<file path="src/rtl/bpb_update_sched_pkg.sv">
// Shared types for the BPB commit-side update scheduler: machine word, BPB
// result {taken, destpc}, queued update entry and default sizing.
package bpb_update_sched_pkg;

   typedef logic [31:0] word_t;

   typedef struct packed {
      logic  taken;
      word_t destpc;
   } bpb_result_t;

   typedef struct packed {
      word_t       pc;
      bpb_result_t res;
   } bpb_upd_entry_t;

   localparam int BPB_UPD_DEPTH = 4;

   localparam bpb_upd_entry_t BPB_UPD_ENTRY_NULL = '{
      pc:  32'h0000_0000,
      res: '{taken: 1'b0, destpc: 32'h0000_0000}
   };

   // Number of set bits in a two-lane valid mask (0, 1 or 2).
   function automatic logic [1:0] lane_cnt(input logic [1:0] v);
      return {1'b0, v[0]} + {1'b0, v[1]};
   endfunction

endpackage

</file>
<file path="src/rtl/bpb_update_sched_if.sv">
// Commit-to-BPB update bus: dual-lane resolved-branch commits in, single BPB
// write port out. master = commit stage / BPB side, slave = scheduler.
interface bpb_update_sched_if;
   import bpb_update_sched_pkg::*;

   logic              [1:0] commit_valid;
   word_t             [1:0] commit_pc;
   bpb_result_t       [1:0] commit_result;
   logic                    upd_wen;
   word_t                   upd_pc;
   bpb_result_t             upd_result;

   modport master (
      output commit_valid, commit_pc, commit_result,
      input  upd_wen, upd_pc, upd_result
   );

   modport slave (
      input  commit_valid, commit_pc, commit_result,
      output upd_wen, upd_pc, upd_result
   );
endinterface

</file>
<file path="src/rtl/bpb_update_sched_fifo.sv">
// bpb_upd_fifo: circular DEPTH-entry FIFO with 0-2 in-order pushes and one pop
// per cycle. Push lanes are compacted so a lone lane 1 takes the tail slot.
// The caller guarantees it never pushes beyond free space nor pops when empty.
module bpb_upd_fifo
   import bpb_update_sched_pkg::*;
#(
   parameter int DEPTH = BPB_UPD_DEPTH
) (
   input  logic                        clk,
   input  logic                        reset,
   input  logic           [1:0]        push_i,
   input  bpb_upd_entry_t [1:0]        push_data_i,
   input  logic                        pop_i,
   output bpb_upd_entry_t              head_o,
   output logic [$clog2(DEPTH):0]      count_o
);
   localparam int AW = $clog2(DEPTH);
   localparam int CW = AW + 1;

   logic [AW-1:0]  head_q, head_d, tail_q, tail_d, tail1_s;
   logic [CW-1:0]  count_q, count_d;
   logic [1:0]     n_push_s;
   bpb_upd_entry_t first_s;
   bpb_upd_entry_t mem_q [DEPTH];

   // Compact the push lanes and compute next pointers and occupancy.
   always_comb begin
      n_push_s = lane_cnt(push_i);
      if (push_i[0]) begin
         first_s = push_data_i[0];
      end else begin
         first_s = push_data_i[1];
      end
      tail1_s = tail_q + AW'(1'b1);
      tail_d  = tail_q + AW'(n_push_s);
      head_d  = head_q + AW'(pop_i);
      count_d = count_q + CW'(n_push_s) - CW'(pop_i);
   end

   // Pointer and occupancy registers.
   always_ff @(posedge clk or posedge reset) begin
      if (reset) begin
         head_q  <= {AW{1'b0}};
         tail_q  <= {AW{1'b0}};
         count_q <= {CW{1'b0}};
      end else begin
         head_q  <= head_d;
         tail_q  <= tail_d;
         count_q <= count_d;
      end
   end

   // Entry storage: first compacted entry at tail, lane 1 behind it on a dual push.
   always_ff @(posedge clk or posedge reset) begin
      if (reset) begin
         for (int i = 0; i < DEPTH; i++) begin
            mem_q[i] <= BPB_UPD_ENTRY_NULL;
         end
      end else begin
         if (n_push_s != 2'd0) begin
            mem_q[tail_q] <= first_s;
         end
         if (push_i == 2'b11) begin
            mem_q[tail1_s] <= push_data_i[1];
         end
      end
   end

   assign head_o  = mem_q[head_q];
   assign count_o = count_q;

endmodule

</file>
<file path="src/rtl/bpb_update_sched.sv">
// bpb_update_sched: queues up to two resolved-branch commits per cycle and
// drains one BPB update per cycle. No backpressure: overflow lanes are dropped
// newest-first and counted in a saturating counter.
// Optional build macro BPB_UPD_BYPASS_EN: with an empty FIFO and no stall the
// oldest valid lane is written to the BPB in the same cycle.
module bpb_update_sched
   import bpb_update_sched_pkg::*;
#(
   parameter int DEPTH  = BPB_UPD_DEPTH,
   parameter int DROP_W = 16
) (
   input  logic               clk,
   input  logic               reset,
   input  logic               stall_i,
   bpb_update_sched_if.slave  bus,
   output logic               pending_o,
   output logic [DROP_W-1:0]  drop_cnt_o
);
   localparam int CW = $clog2(DEPTH) + 1;

   logic [CW-1:0]           count_s, free_s;
   logic                    nonempty_s, pop_s, bypass_s;
   logic [1:0]              accept_s, push_s, drop_n_s;
   bpb_upd_entry_t          head_s, out_s;
   bpb_upd_entry_t [1:0]    lane_data_s;
   logic [DROP_W:0]         drop_sum_s;
   logic [DROP_W-1:0]       drop_cnt_q, drop_cnt_d;

   assign lane_data_s[0] = '{pc: bus.commit_pc[0], res: bus.commit_result[0]};
   assign lane_data_s[1] = '{pc: bus.commit_pc[1], res: bus.commit_result[1]};

   assign nonempty_s = (count_s != {CW{1'b0}});
   assign pop_s      = nonempty_s & ~stall_i;
   // Space freed by this cycle's pop is usable by this cycle's commits.
   assign free_s     = CW'(DEPTH) - count_s + CW'(pop_s);

`ifdef BPB_UPD_BYPASS_EN
   assign bypass_s = ~nonempty_s & ~stall_i & (|bus.commit_valid);
`else
   assign bypass_s = 1'b0;
`endif

   // Accept the oldest valid lanes that fit; the rest are dropped newest-first.
   always_comb begin
      accept_s = 2'b00;
      if (free_s >= CW'(2'd2)) begin
         accept_s = bus.commit_valid;
      end else if (free_s == CW'(2'd1)) begin
         if (bus.commit_valid[0]) begin
            accept_s = 2'b01;
         end else begin
            accept_s = bus.commit_valid & 2'b10;
         end
      end else begin
         accept_s = 2'b00;
      end
   end

   // A bypassed lane goes straight to the BPB, so it is withheld from the FIFO.
   always_comb begin
      push_s = accept_s;
      if (bypass_s) begin
         if (bus.commit_valid[0]) begin
            push_s = accept_s & 2'b10;
         end else begin
            push_s = 2'b00;
         end
      end else begin
         push_s = accept_s;
      end
   end

   bpb_upd_fifo #(.DEPTH(DEPTH)) u_fifo (
      .clk         (clk),
      .reset       (reset),
      .push_i      (push_s),
      .push_data_i (lane_data_s),
      .pop_i       (pop_s),
      .head_o      (head_s),
      .count_o     (count_s)
   );

   // BPB write port: bypass lane, else FIFO head, else all zeros.
   always_comb begin
      out_s = BPB_UPD_ENTRY_NULL;
      if (bypass_s) begin
         if (bus.commit_valid[0]) begin
            out_s = lane_data_s[0];
         end else begin
            out_s = lane_data_s[1];
         end
      end else if (nonempty_s) begin
         out_s = head_s;
      end else begin
         out_s = BPB_UPD_ENTRY_NULL;
      end
      bus.upd_wen    = pop_s | bypass_s;
      bus.upd_pc     = out_s.pc;
      bus.upd_result = out_s.res;
   end

   // Saturating add of this cycle's dropped lanes.
   always_comb begin
      drop_n_s   = lane_cnt(bus.commit_valid) - lane_cnt(accept_s);
      drop_sum_s = {1'b0, drop_cnt_q} + (DROP_W + 1)'(drop_n_s);
      if (drop_sum_s[DROP_W]) begin
         drop_cnt_d = {DROP_W{1'b1}};
      end else begin
         drop_cnt_d = drop_sum_s[DROP_W-1:0];
      end
   end

   // Drop counter register.
   always_ff @(posedge clk or posedge reset) begin
      if (reset) begin
         drop_cnt_q <= {DROP_W{1'b0}};
      end else begin
         drop_cnt_q <= drop_cnt_d;
      end
   end

   assign pending_o  = nonempty_s;
   assign drop_cnt_o = drop_cnt_q;

endmodule

</file>
<file path="src/flat_wrapper.sv">
// flat-port wrapper written by rule: the top's interface ports become plain ports
module bpb_update_sched_flat import bpb_update_sched_pkg::*;
#(
   parameter int DEPTH  = BPB_UPD_DEPTH,
   parameter int DROP_W = 16
)
  (clk, reset, stall_i, pending_o, drop_cnt_o, bus_commit_valid, bus_commit_pc, bus_commit_result, bus_upd_wen, bus_upd_pc, bus_upd_result);
  bpb_update_sched_if bus_i ();
  input  logic clk;
  input  logic reset;
  input  logic stall_i;
  output logic pending_o;
  output logic [DROP_W-1:0] drop_cnt_o;
  input wire logic [$bits(bus_i.commit_valid)-1:0] bus_commit_valid;
  input wire logic [$bits(bus_i.commit_pc)-1:0] bus_commit_pc;
  input wire logic [$bits(bus_i.commit_result)-1:0] bus_commit_result;
  output wire logic [$bits(bus_i.upd_wen)-1:0] bus_upd_wen;
  output wire logic [$bits(bus_i.upd_pc)-1:0] bus_upd_pc;
  output wire logic [$bits(bus_i.upd_result)-1:0] bus_upd_result;
  assign bus_i.commit_valid = bus_commit_valid;
  assign bus_i.commit_pc = bus_commit_pc;
  assign bus_i.commit_result = bus_commit_result;
  assign bus_upd_wen = bus_i.upd_wen;
  assign bus_upd_pc = bus_i.upd_pc;
  assign bus_upd_result = bus_i.upd_result;
  bpb_update_sched #(.DEPTH(DEPTH), .DROP_W(DROP_W)) u_core (.clk(clk), .reset(reset), .stall_i(stall_i), .bus(bus_i), .pending_o(pending_o), .drop_cnt_o(drop_cnt_o));
endmodule
</file>
<file path="config.mk">
export PLATFORM = sky130hd
export DESIGN_NAME = bpb_update_sched_flat
export DESIGN_NICKNAME = d
export VERILOG_FILES = /design/src/rtl/bpb_update_sched_pkg.sv /design/src/rtl/bpb_update_sched_if.sv /design/src/rtl/bpb_update_sched_fifo.sv /design/src/rtl/bpb_update_sched.sv /design/src/flat_wrapper.sv
export SDC_FILE = /design/constraint.sdc
export NUM_CORES = 1
export LEC_CHECK = 0
export BUFFER_PORTS_ARGS = -buffer_cell sky130_fd_sc_hd__buf_2
export CAP_MARGIN = 20
export CORE_MARGIN = 5
export CORE_UTILIZATION = 62
export CTS_BUF_LIST = sky130_fd_sc_hd__clkbuf_8 sky130_fd_sc_hd__clkbuf_16
export DETAILED_ROUTE_END_ITERATION = 12
export PLACE_DENSITY = 0.85
export SLEW_MARGIN = 15
export SYNTH_ARGS = -nofsm -noshare
export SYNTH_HDL_FRONTEND = slang
export SYNTH_SLANG_ARGS = --single-unit
</file>
<file path="constraint.sdc">
create_clock -name clk -period 23.7 [get_ports clk]
set_clock_uncertainty 0.2 [all_clocks]
set_input_delay 0 -clock clk [delete_from_list [all_inputs] [get_ports clk]]
set_output_delay 0 -clock clk [all_outputs]
set_load 0.02 [all_outputs]
</file>
==> Word level (Yosys, flattened, before mapping) <==
Index checks and enable logic that the tools add are counted.
{ "totals": {"reg_bits": 283, "inputBits": 135, "output_inout_bits": 83, "elab_cells": 61} }
{ "op_classes": {"n_addsub": 11, "magnitude_cmp": 6, "eq_ne": 2, "mux": 17, "bitwise_logic": 5, "reduce_logical": 4} }
{ "ops": {"columns": ["cell", "n"], "rows": [
  ["$bwmux W260", 2],
  ["$mux W260", 2],
  ["$mux W65", 6],
  ["$demux W65 S2", 2],
  ["$bmux W65 S2", 1],
  ["$add A16 B2 Y17", 1],
  ["$mux W16", 1],
  ["$ge A3 B3 Y1 const B", 3],
  ["$not A2 Y3", 3],
  ["$lt A3 B1 Y1 const B", 2],
  ["$mux W2", 3],
  ["$add A1 B1 Y2", 2],
  ["$add A3 B1 Y3", 1],
  ["$add A3 B2 Y3", 1],
  ["$eq A3 B1 Y1 const B", 1],
  ["$ge A3 B2 Y1 const B", 1],
  ["$reduce_bool A3 Y1", 1],
  ["$sub A3 B1 Y3", 1],
  ["$sub A3 B3 Y3 const A", 1],
  ["$add A2 B1 Y2", 1],
  ["$add A2 B1 Y2 const B", 1],
  ["$add A2 B2 Y2", 1],
  ["$eq A2 B2 Y1 const B", 1],
  ["$logic_and A1 B1 Y1", 2],
  ["4 further kinds", 4]
]} }

==> Depth between registers and ports, before layout <==
{ "logic_depth": {"word_depth": 11, "mapped_depth": 20, "depth_no_buf": 17} }

==> Modules after synthesis <==
From an unflattened synthesis, not the netlist that was laid out.
{ "unflattened": {"cells_unflattened": 1811, "area_unflattened_um2": 17470.5} }
{ "modules_own_cells": {"columns": ["module", "instances", "cells_per_inst", "area_per_inst_um2", "seq_area_each_um2"], "rows": [
  ["bpb_upd_fifo", 1, 1643, 16051.6, 6681.4],
  ["bpb_update_sched", 1, 168, 1418.9, 400.4]
]} }

==> Worst setup path after synthesis <==
OpenSTA, ideal clock, no wires.
{ "synth_timing": {"kind": "reg2reg", "from": "register u_core.u_fifo.count_q[2], in the netlist u_core.u_fifo.count_o[2]", "to": "register u_core.drop_cnt_q[1], in the netlist u_core.drop_cnt_o[1]", "setup_ps": 130, "arrival_ps": 4297, "required_time_ps": 23370, "setup_slack_ps": 19073, "stages_incl_launch_ff": 21, "n_path_buf": 4, "synth_period_minus_slack_ps": 4627, "path_cell_list": "dfrtp_1 -> or3_1 -> clkbuf_1 -> nand2b_1 -> ha_1 -> inv_1 -> ha_1 -> nand2b_1 -> o21ai_1 -> buf_4 -> buf_6 -> inv_1 -> fa_1 -> inv_1 -> ha_1 -> ha_1 -> fa_1 -> nand4_1 -> or2_2 -> clkbuf_1 -> nand2b_1"} }
{ "synth_via": {"elab_chain_cells": 10, "word_cells_on_any_way": 12, "cone_classes": "add/sub: 5; order compare: 1; eq/ne: 1; mux: 3; bitwise: 1; reduce/logical: 1"} }
{ "synth_rtl": {"columns": ["item", "line", "source"], "rows": [
  ["from (decl)", "bpb_update_sched_fifo.sv:21", "logic [CW-1:0] count_q, count_d;"],
  ["from (signal assigned)", "bpb_update_sched_fifo.sv:45", "count_q <= {CW{1'b0}};"],
  ["from (signal assigned)", "bpb_update_sched_fifo.sv:49", "count_q <= count_d;"],
  ["parallel branches: the longest is 2 deep, another holds $sub A3 B3 Y3", null, null],
  ["$add A3 B1 Y3 *", "bpb_update_sched.sv:35", "assign free_s = CW'(DEPTH) - count_s + CW'(pop_s);"],
  ["parallel branches: the longest is 2 deep, another holds $ge A3 B2 Y1", null, null],
  ["$mux W2 *", "bpb_update_sched.sv:46", "if (free_s >= CW'(2'd2)) begin"],
  ["$add A1 B1 Y2 *", "bpb_update_sched_pkg.sv:26", "return {1'b0, v[0]} + {1'b0, v[1]};"],
  ["$sub A2 B2 Y2 *", "bpb_update_sched.sv:104", "drop_n_s = lane_cnt(bus.commit_valid) - lane_cnt(accept_s);"],
  ["$add A16 B2 Y17 *", "bpb_update_sched.sv:105", "drop_sum_s = {1'b0, drop_cnt_q} + (DROP_W + 1)'(drop_n_s);"],
  ["$mux W16 *", "bpb_update_sched.sv:106", "if (drop_sum_s[DROP_W]) begin"],
  ["net u_core.drop_cnt_d[1]", "bpb_update_sched.sv:27", "logic [DROP_W-1:0] drop_cnt_q, drop_cnt_d;"],
  ["to (signal assigned)", "bpb_update_sched.sv:116", "drop_cnt_q <= {DROP_W{1'b0}};"],
  ["to (signal assigned)", "bpb_update_sched.sv:118", "drop_cnt_q <= drop_cnt_d;"],
  ["to (decl)", "bpb_update_sched.sv:27", null]
]} }
Mark *: on every way through the listed nets, which the timed path passes.

==> Final worst setup path <==
{ "layout_timing": {"from": "register u_core.u_fifo.count_q[2], in the netlist u_core.u_fifo.count_o[2]", "to": "register u_core.u_fifo.mem_q[100] in the netlist's numbering"} }
{ "layout_via": {"elab_chain_cells": 11, "word_cells_on_any_way": 16, "cone_classes": "add/sub: 3; order compare: 1; eq/ne: 2; mux: 7; bitwise: 1; reduce/logical: 2"} }
{ "layout_rtl": {"columns": ["item", "line", "source"], "rows": [
  ["parallel branches: the longest is 2 deep, another holds $sub A3 B3 Y3", null, null],
  ["$add A3 B1 Y3 *", "bpb_update_sched.sv:35", null],
  ["parallel branches: the longest is 2 deep, another holds $ge A3 B2 Y1", null, null],
  ["$mux W2 *", "bpb_update_sched.sv:46", null],
  ["$add A1 B1 Y2 / $mux W65 (equally long branches)", "bpb_update_sched_pkg.sv:26, bpb_update_sched_fifo.sv:29", null],
  ["$reduce_bool A2 Y1 / $bwmux W260 (equally long branches)", "bpb_update_sched_fifo.sv:60, bpb_update_sched_fifo.sv:61", null],
  ["$mux W260", "bpb_update_sched_fifo.sv:60", "if (n_push_s != 2'd0) begin"],
  ["$bwmux W260", "bpb_update_sched_fifo.sv:64", "mem_q[tail1_s] <= push_data_i[1];"],
  ["$mux W260 *", "bpb_update_sched_fifo.sv:63", "if (push_i == 2'b11) begin"],
  ["to (signal, indexed assignment)", "bpb_update_sched_fifo.sv:61", "mem_q[tail_q] <= first_s;"],
  ["to (signal, indexed assignment)", "bpb_update_sched_fifo.sv:64", null],
  ["to (decl)", "bpb_update_sched_fifo.sv:24", "bpb_upd_entry_t mem_q [DEPTH];"]
]} }
Mark *: on every way between the ends.

==> results.py <==
metrics = {
    "worst_hold_path": {
        "min_path_type": "in2async",
    },
    "final_layout": {
        "final_area_sq_um": 18300,
        "fin_util_pct": 81.3,
        "syn2layout_area_growth_pct": 29.7,
        "nNetsFinal": 1731,
        "drive_above_1_share_pct": 23.1,
    },
    "grt": {
        "grt_use_total_pct": 36.5,
        "grt_start_max_net_pins": 135,
        "grt.overflow.total": 0,
        "antenna_found_initial": 0,
        "grt_pass1_wl_um": 76000,
        "grt_pass1_vias": 14200,
    },
    "clock_tree": {
        "clk_pin_slew_worst_paths_ps": 60,
        "cts-resized-gates": 0,
        "numCtsBuffers": 29,
        "clk_latency_ps": 550,
        "cts_tree": "built",
        "clock_sinks": 283,
        "htreeDepth": 1,
        "cts-root-to-sink-buffers": 3,
        "clockRootBuffer": "clkbuf_16",
    },
    "timing": {
        "tightest_slew_ps": 1030,
        "finalCritPeriodShare_pct": 22.7,
        "rsz0062_at_grt": "no",
        "hold_viol": 0,
        "fmax_ghz": 0.186,
        "drv_slew": 0,
        "setup_viol_count_final": 0,
        "layout_setup_ws_ps": 18310,
        "fin_setup_tns_ps": 0,
        "timing.final.crit_period_ps": 5390,
        "relSlewSlack_pct": 31.6,
        "hold-worst-slack_ps": 9.34,
    },
    "yosys": {
        "ys.flop_type": "dfrtp_1",
        "avgSynthCellArea_sq_um": 11.5,
        "ys_ff_latch": 283,
        "synthTopCellsByCount": "283 x dfrtp_1, 195 x a22oi_1, 178 x o21ai_0, 69 x clkbuf_1",
        "synth_top_cell_area_share_pct": 50.2,
        "synth_compound_area_share_pct": 22.7,
        "synth-xor-area-share_pct": 0.994,
        "ys_seq_area_share_pct": 50.2,
        "muxShareOfSynthArea_pct": 15.4,
        "yosysWarnings": 0,
        "synthesis.nets": 1378,
        "synth_top_family_by_area": "compound AO/OA/AOI/OAI gates",
        "synth-edff-count": 0,
        "synth_cell_types": 38,
        "synthAdderAreaFrac_pct": 1.49,
        "synthSimpleGateAreaFrac_pct": 5.24,
        "synthTopCellsByArea": "dfrtp_1 50%, a22oi_1 10%, mux4_2 10%",
        "synth_area_sq_um": 14100,
        "synth_top_cell_by_area": "dfrtp_1",
        "async_reset_ff_share_pct": 100,
        "synthCells": 1228,
        "synth.most_common_cell": "dfrtp_1",
    },
    "drt": {
        "drt_wl_total_um": 48700,
        "viasPerCell": 7.15,
        "drc": 0,
        "route.vias.total": 13500,
        "drtPass1Iterations": 8,
        "drt_first_iter_violations": 2007,
        "ant_nets": 0,
        "post_drt_wl_per_cell_um": 25.8,
    },
    "worst_setup_path": {
        "rrSetupSlack_ps": 18310,
        "worst-setup-path-type": "reg2reg",
        "startpoint": "u_core.u_fifo.count_o[2]",
        "start_kind": "register",
        "r2r-end": "u_core.u_fifo.mem_q[100]",
        "arrival_ps": 5670,
        "required_ps": 23980,
        "cp_max_fo": 38,
        "critical_path.endpoint": "u_core.u_fifo.mem_q[100]",
        "worstSetupEndpointType": "register",
        "worstRegToRegCells": 15,
        "r2r-start": "u_core.u_fifo.count_o[2]",
    },
    "floorplanning": {
        "io_pins": 218,
        "dieArea_sq_um": 25900,
        "start_util_pct": 62.7,
        "core_sq_um": 22500,
        "rows": 55,
        "die_x_um": 161,
        "die_h_um": 161,
    },
    "pwr": {
        "powerDensity_nw_per_um2": 164,
        "ir_drop_mv": 0.116,
        "p_leak_nw": 8.16,
    },
    "placement": {
        "dp_hpwl_um": 24000,
        "gp_congestion": 0.815,
        "place_ws_ps": 18760,
        "port_buffers": 217,
        "placed_cell_area_sq_um": 15200,
    },
    "run_status": {
        "status": "complete, no violations",
    },
    "run": {
        "cap_viol_max_count": 0,
    },
}
worst min-delay path by stage:
stage	from	end	cells past startpoint
6_report	reset	u_core.u_fifo.mem_q[220]	3
5_1_grt	reset	u_core.u_fifo.mem_q[220]	3
4_1_cts	bus_commit_valid[1]	u_core.u_fifo.tail_q[0]	5
3_5_place_dp	reset	u_core.u_fifo.mem_q[220]	2
3_3_place_gp	reset	u_core.u_fifo.mem_q[220]	2
2_1_floorplan	bus_commit_result[33]	u_core.u_fifo.mem_q[0]	2
timing repair:
item                      4_1_cts  5_1_grt
hold endpoints to repair      396        0
hold buffers                  198        0
buffers inserted                0        0
state kept, by name (all words and copies together) (netlist names):
register               count
u_core.u_fifo.head_q       2
u_core.u_fifo.mem_q      260
u_core.drop_cnt_o         16
u_core.u_fifo.count_o      3
u_core.u_fifo.tail_q       2
logic make-up after synthesis:
family / Yosys count
AOI/OAI and AO/OA: 524
buffers and inverters: 129
muxes: 135
adders and majority gates: 15
and+or+nand+nor: 126
xor gates and xnor gates: 16
DFF: 283
metal layers:
layer	global-route usage [%]	share of wire, %
met1	46.4	35
met3	7.44	12
met4	17.2	4.6
met2	60.7	49
met5	0	0
cell type report:
| type | instances | area, sq um |
|---|---|---|
| flip-flops and latches | 283 | 7090 |
| multi-input cells | 816 | 6500 |
| fillers | 1256 | 4210 |
| repair buffers | 437 | 3270 |
| clock buffers | 35 | 808 |
| well taps | 285 | 357 |
| clock inverters | 15 | 203 |
| inverters | 14 | 60.1 |
| diodes | 1 | 2.50 |
per-stage QoR:
step / total power [W] / cells
after global placement: 0.00222 / 1635
after floorplan: 0.00186 / 1228
final: 0.00300 / 1886
after detailed placement: 0.00228 / 1635
after CTS: 0.00291 / 1883
after global routing: 0.00314 / 1885
critical path, stage by stage (launching register included):
cell	delay, ps
dfrtp_1	410
or3_2	500
nand2b_1	110
ha_1	160
inv_1	40
ha_1	280
nand2b_1	180
o21ai_4	130
buf_4	560
ha_1	410
nor3b_1	130
nor2_4	710
buf_4	600
a22oi_1	140
o21ai_0	140
dlygate4sd3_1	600
cell usage in the layout (no fill, tap or decap), types with 6 or more instances in the layout:
cell type,instances
a21oi_1,66
a22oi_1,195
and2_1,66
buf_2,217
buf_4,20
clkbuf_16,29
clkbuf_8,6
dfrtp_1,281
dlygate4sd3_1,198
ha_1,12
inv_1,18
mux2i_1,66
mux4_2,65
nand2_1,16
o21ai_0,178
o21ai_1,17
o22ai_1,65
xnor2_1,8
xor2_1,8
report_power, final:
part           internal [W]  total (W)  switching, W
sequential         0.000722   0.000892      0.000169
clock              0.000294   0.000489      0.000195
combinational      0.000712    0.00162      0.000910
(Power assumes the default switching activity.)
